==> src/rtl/dbg_uart_pkg.sv <==
// Shared debug-UART definitions: receiver/transmitter state encoding,
// default clock-divider floor, common widths and a divider clamp helper.
package dbg_uart_pkg;

   localparam int unsigned CNT_W           = 32;
   localparam int unsigned DATA_W          = 8;
   localparam int unsigned DEF_MIN_CLK_DIV = 4;

   typedef enum logic [2:0] {
      ST_IDLE      = 3'd0,
      ST_START     = 3'd1,
      ST_DATA      = 3'd2,
      ST_PARITY    = 3'd3,
      ST_STOP      = 3'd4,
      ST_WAIT_HIGH = 3'd5
   } uart_state_e;

   // Floor a requested clocks-per-bit value at the honoured minimum.
   function automatic logic [CNT_W-1:0] clamp_div(input logic [CNT_W-1:0] req,
                                                  input logic [CNT_W-1:0] floor_val);
      return (req < floor_val) ? floor_val : req;
   endfunction

endpackage

==> src/rtl/dbg_sync.sv <==
// Multi-flop synchroniser for a single asynchronous bit.
// Ports: clk, rst_i (async active-high), d (async input), q (synchronised output).
module dbg_sync #(
   parameter int unsigned STAGES  = 2,
   parameter logic        RST_VAL = 1'b1
) (
   input  logic clk,
   input  logic rst_i,
   input  logic d,
   output logic q
);

   logic [STAGES-1:0] ff;

   always_ff @(posedge clk or posedge rst_i) begin
      if (rst_i) ff <= {STAGES{RST_VAL}};
      else       ff <= {ff[STAGES-2:0], d};
   end

   assign q = ff[STAGES-1];

endmodule

==> src/rtl/dbg_uart_rx.sv <==
// Debug UART receiver: 8 data bits LSB first, optional even parity, one stop bit.
// Ports: clk, rst_i (async active-high), clk_div_i (clocks per bit), rx_enable_i,
//        parity_en_i, rx_i (async line, idle high), rx_data_o (last byte),
//        rx_valid_o (1-cycle completion pulse), rx_err_o (parity/framing error).
module dbg_uart_rx
   import dbg_uart_pkg::*;
#(
   parameter int unsigned SYNC_STAGES = 2,
   parameter int unsigned MIN_CLK_DIV = DEF_MIN_CLK_DIV
) (
   input  logic              clk,
   input  logic              rst_i,
   input  logic [CNT_W-1:0]  clk_div_i,
   input  logic              rx_enable_i,
   input  logic              parity_en_i,
   input  logic              rx_i,
   output logic [DATA_W-1:0] rx_data_o,
   output logic              rx_valid_o,
   output logic              rx_err_o
);

   uart_state_e       state, state_nxt;
   logic              rx_s, rx_d;
   logic [CNT_W-1:0]  cnt, div;
   logic [DATA_W-1:0] shift;
   logic [2:0]        bit_idx;
   logic              par, perr;
   logic              smp;
   logic [CNT_W-1:0]  div_m1, half_m1;

   dbg_sync #(.STAGES(SYNC_STAGES), .RST_VAL(1'b1)) u_sync (
      .clk   (clk),
      .rst_i (rst_i),
      .d     (rx_i),
      .q     (rx_s)
   );

   assign div_m1  = div - CNT_W'(1);
   assign half_m1 = (div >> 1) - CNT_W'(1);

   // State register
   always_ff @(posedge clk or posedge rst_i) begin
      if (rst_i) state <= ST_IDLE;
      else       state <= state_nxt;
   end

   // Next state and bit-sample strobe
   always_comb begin
      state_nxt = state;
      smp       = 1'b0;
      case (state)
         ST_IDLE: begin
            if (rx_enable_i && !rx_s && rx_d) state_nxt = ST_START;
         end
         ST_START: begin
            if (cnt == half_m1) begin
               smp       = 1'b1;
               state_nxt = rx_s ? ST_IDLE : ST_DATA;
            end
         end
         ST_DATA: begin
            if (cnt == div_m1) begin
               smp = 1'b1;
               if (bit_idx == 3'(DATA_W - 1)) state_nxt = par ? ST_PARITY : ST_STOP;
            end
         end
         ST_PARITY: begin
            if (cnt == div_m1) begin
               smp       = 1'b1;
               state_nxt = ST_STOP;
            end
         end
         ST_STOP: begin
            if (cnt == div_m1) begin
               smp       = 1'b1;
               state_nxt = rx_s ? ST_IDLE : ST_WAIT_HIGH;
            end
         end
         ST_WAIT_HIGH: begin
            if (rx_s) state_nxt = ST_IDLE;
         end
         default: state_nxt = ST_IDLE;
      endcase
      // Disable aborts any frame in flight; an already-issued pulse still completes
      if (state != ST_IDLE && !rx_enable_i) begin
         state_nxt = ST_IDLE;
         smp       = 1'b0;
      end
   end

   // Datapath: edge detect, bit timer, frame config, shift register, outputs
   always_ff @(posedge clk or posedge rst_i) begin
      if (rst_i) begin
         rx_d       <= 1'b1;
         cnt        <= '0;
         div        <= CNT_W'(MIN_CLK_DIV);
         par        <= 1'b0;
         perr       <= 1'b0;
         shift      <= '0;
         bit_idx    <= '0;
         rx_data_o  <= '0;
         rx_valid_o <= 1'b0;
         rx_err_o   <= 1'b0;
      end else begin
         rx_d       <= rx_s;
         rx_valid_o <= 1'b0;
         rx_err_o   <= 1'b0;

         if (state == ST_IDLE || state_nxt != state || smp) cnt <= '0;
         else                                               cnt <= cnt + CNT_W'(1);

         // Frame configuration is frozen at the start edge
         if (state == ST_IDLE && state_nxt == ST_START) begin
            div     <= clamp_div(clk_div_i, CNT_W'(MIN_CLK_DIV));
            par     <= parity_en_i;
            perr    <= 1'b0;
            bit_idx <= '0;
         end

         if (smp) begin
            case (state)
               ST_DATA: begin
                  shift   <= {rx_s, shift[DATA_W-1:1]};
                  bit_idx <= bit_idx + 3'd1;
               end
               ST_PARITY: perr <= (^shift) ^ rx_s;
               ST_STOP: begin
                  rx_data_o  <= shift;
                  rx_valid_o <= 1'b1;
                  rx_err_o   <= perr | ~rx_s;
               end
               default: ;
            endcase
         end
      end
   end

endmodule

==> config.mk <==
export PLATFORM = sky130hd
export DESIGN_NAME = dbg_uart_rx
export DESIGN_NICKNAME = d
export VERILOG_FILES = /design/src/rtl/dbg_uart_pkg.sv /design/src/rtl/dbg_sync.sv /design/src/rtl/dbg_uart_rx.sv
export SDC_FILE = /design/constraint.sdc
export NUM_CORES = 1
export LEC_CHECK = 0
export ABC_CLOCK_PERIOD_IN_PS = 3500
export BUFFER_PORTS_ARGS = -buffer_cell sky130_fd_sc_hd__buf_2
export CORE_MARGIN = 2
export CORE_UTILIZATION = 45
export DETAILED_ROUTE_END_ITERATION = 8
export PLACE_DENSITY = 0.77
export SYNTH_ARGS = -nofsm -noshare
export SYNTH_HDL_FRONTEND = slang
export SYNTH_SLANG_ARGS = --single-unit
==> constraint.sdc <==
create_clock -name clk -period 3.5 [get_ports clk]
set_input_delay 0 -clock clk [delete_from_list [all_inputs] [get_ports clk]]
set_output_delay 0 -clock clk [all_outputs]
set_load 0.02 [all_outputs]
==> run metrics <==
GPL Wtd Cong=1.03; dpl hpwl=13.6 mm; final hold vios=0; I/O pins=47; clock skew=0.0135 ns; Slew Limit Headroom=38.6%; number of max-cap violations=0; Post-synth ARST share=100%; CTS Buf Count=9; dpl ws=-0.247 ns; Max FO, Critical Path=6; H-Tree Depth=3; DRC violations left=0; gr usage total=24.3%; Reg clk slew, reported paths=0.08 ns; fin crit period=3.50 ns; Placed Cells=1012; CP arrival=3.74 ns; final wirelength=19.7 mm; Mapped Nets=804; wire per inst=18.2 um; root buffer cell=clkbuf_16; Worst VDD drop=414 uV; core area=14500 um2; width of the die=126 um; clk buf depth=2; CTS sink count=93; total gr overflow=0; critical path required time=3.74 ns; vias post-DR=6274; synthesized area per cell=8.80 um2; Cell Area, Placed=7520 um2; Power Density=668 nW/um2; worst-skew pair later-pin latency=0.37 ns; Ant. Diodes=0; row cnt=44; Slew Viols, Final=0; ys flop type=dfrtp_1; failing checks=setup timing; TritonCTS clock tree=built; share of cells above drive strength 1=30.4%; final core occ=59.6%; Starting Density=46.1%; Crit Path Class=reg2reg; Final Cycle Share=100%; synthesis-to-layout area growth=29.3%; synth unique cells=67; sequential area share after synthesis=34.8%; first-pass GRT wire length=30.7 mm; Routed Antenna Nets=0; die area=15900 um2; unrepaired setup endpoints after global routing=yes; crit path launch type=flip-flop; Yosys top cell area share=33.2%; LEAKAGE=3.68 nW; power consumption=5.79 mW; Die Ht=126 um; number of synthesized flops with an enable pin=0; Final TNS setup=-0.00108 ns; final non-filler cell total=1083; final number of setup-violating endpoints=2; DR iter-0 viols=590; Worst Setup End Kind=flip-flop; drt first pass iters=6; Yosys reg bits=93; Synth area leaders=dfrtp_1 (33%), xnor2_1 (10%), nand2_1 (6.8%), xor2_1 (5.6%), nor3_2 (4.6%); Yosys warning count=0; fin nets=936; Achievable Freq=286 MHz; largest net degree at the start of global routing=73; Worst Tran Pin Value=0.921 ns; Mapped Cells=762; Netlist Area Pre-Place=6700 um2; PnR worst setup slack=-0.000628 ns; hold slack=0.0171 ns; Final Cell Area=8670 um2; initial antenna violation count=0; HP Class=in2reg; drt via density=5.79; Yosys top cell by area=dfrtp_1; vias in the first global route=6192; outcome=finished with violations; port buffer count=46
synthesized netlist by cell type (13+ instances only):
master,n
nand2_1,121
clkbuf_1,26
mux2_2,17
a21oi_1,18
nand4_1,24
xnor2_1,79
dfrtp_1,89
nor3_1,27
inv_1,13
xor2_1,43
nor2_1,48
o21ai_0,15
nor3_2,31
nor4_1,22
nand3_1,25
cell families (layout without fill, tap and decap cells):
| kind of cell | count (synthesis) | after routing | synth area share (%) |
|---|---|---|---|
| AOI/OAI and AO/OA | 76 | 76 | 7.45 |
| xor gates and xnor gates | 122 | 122 | 15.9 |
| adders and majority gates | 5 | 5 | 0.933 |
| buffers and inverters | 73 | 210 | 5.54 |
| DFF | 93 | 93 | 34.8 |
| muxes | 22 | 22 | 3.60 |
| and+or+nand+nor | 371 | 371 | 31.7 |
power breakdown:
| group | leakage, nW | internal (mW) | switching, mW |
|---|---|---|---|
| logic | 2.30 | 1.46 | 1.75 |
| clock network | 0.143 | 0.501 | 0.489 |
| registers | 1.23 | 1.28 | 0.307 |
what timing repair did:
action | 4_1_cts | 5_1_grt
pin swaps | 6 | 22
cloned | 1 | 3
setup endpoints to repair | 52 | 50
hold buffers | 35 | 0
setup buffers | 4 | 12
gates resized for setup | 12 | 46
hold endpoints to repair | 101 | 0
layer usage:
metal,vias to the layer above,part of all wire (%),track usage [%]
met5,-,0,0
li1,2936,-,-
met3,79,6.2,4.46
met4,0,4.6,13.6
met2,250,48,39.9
met1,3009,41,30.1
worst max-delay path, stage by stage, from the launching register on:
cell	delay, ns
dfrtp_2	0.46
nor4_4	0.45
buf_4	0.20
buf_4	0.09
nand2_1	0.08
o41ai_2	0.38
nor3_1	0.11
nor4_2	0.33
and3_1	0.24
or4bb_4	0.48
a21oi_4	0.22
buf_12	0.15
clkbuf_16	0.15
nor3_2	0.04
worst paths after layout:
path                                   startpoint                     end  slack (ns)  depth (start not counted)
max                            div[4]$_DFFE_PP0P_       cnt[13]$_DFF_PP0_     -0.0006                         13
min                                   rx_enable_i          perr$_DFF_PP0_        0.02                          3
max reg2reg                    div[4]$_DFFE_PP0P_       cnt[13]$_DFF_PP0_     -0.0006                         13
min reg2reg                u_sync.ff[0]$_DFF_PP1_  u_sync.ff[1]$_DFF_PP1_        0.36                          0
max in group asynchronous                   rst_i      div[5]$_DFFE_PP0P_        2.25                          4
min in group asynchronous                   rst_i       cnt[24]$_DFF_PP0_        0.38                          3
layout by cell type, fill, tap and decap left out, types with 23 or more instances in the layout:
cell type        n
nor2_1          46
xnor2_1         78
nor3_2          33
nand3_1         23
xor2_1          43
nand4_1         24
dlygate4sd3_1   35
nand2_1        119
buf_4           83
buf_2           46
dfrtp_1         85
sequential cells by signal (all words and copies together), names as in the netlist:
signal / cells
bit_idx: 3
cnt: 32
div: 32
par: 1
perr: 1
rx_d: 1
rx_data_o: 8
rx_err_o: 1
rx_valid_o: 1
shift: 8
state: 3
u_sync.ff: 2
area by class of cell:
class                   instances  area (um2)
inverters                      13        51.3
clock buffers                   9         225
repair buffers                181        1520
multi-input cells             596        4230
well taps                     184         230
fillers                      1234        5870
clock inverters                 7        68.8
flip-flops and latches         93        2340
(Power assumes the default switching activity.)
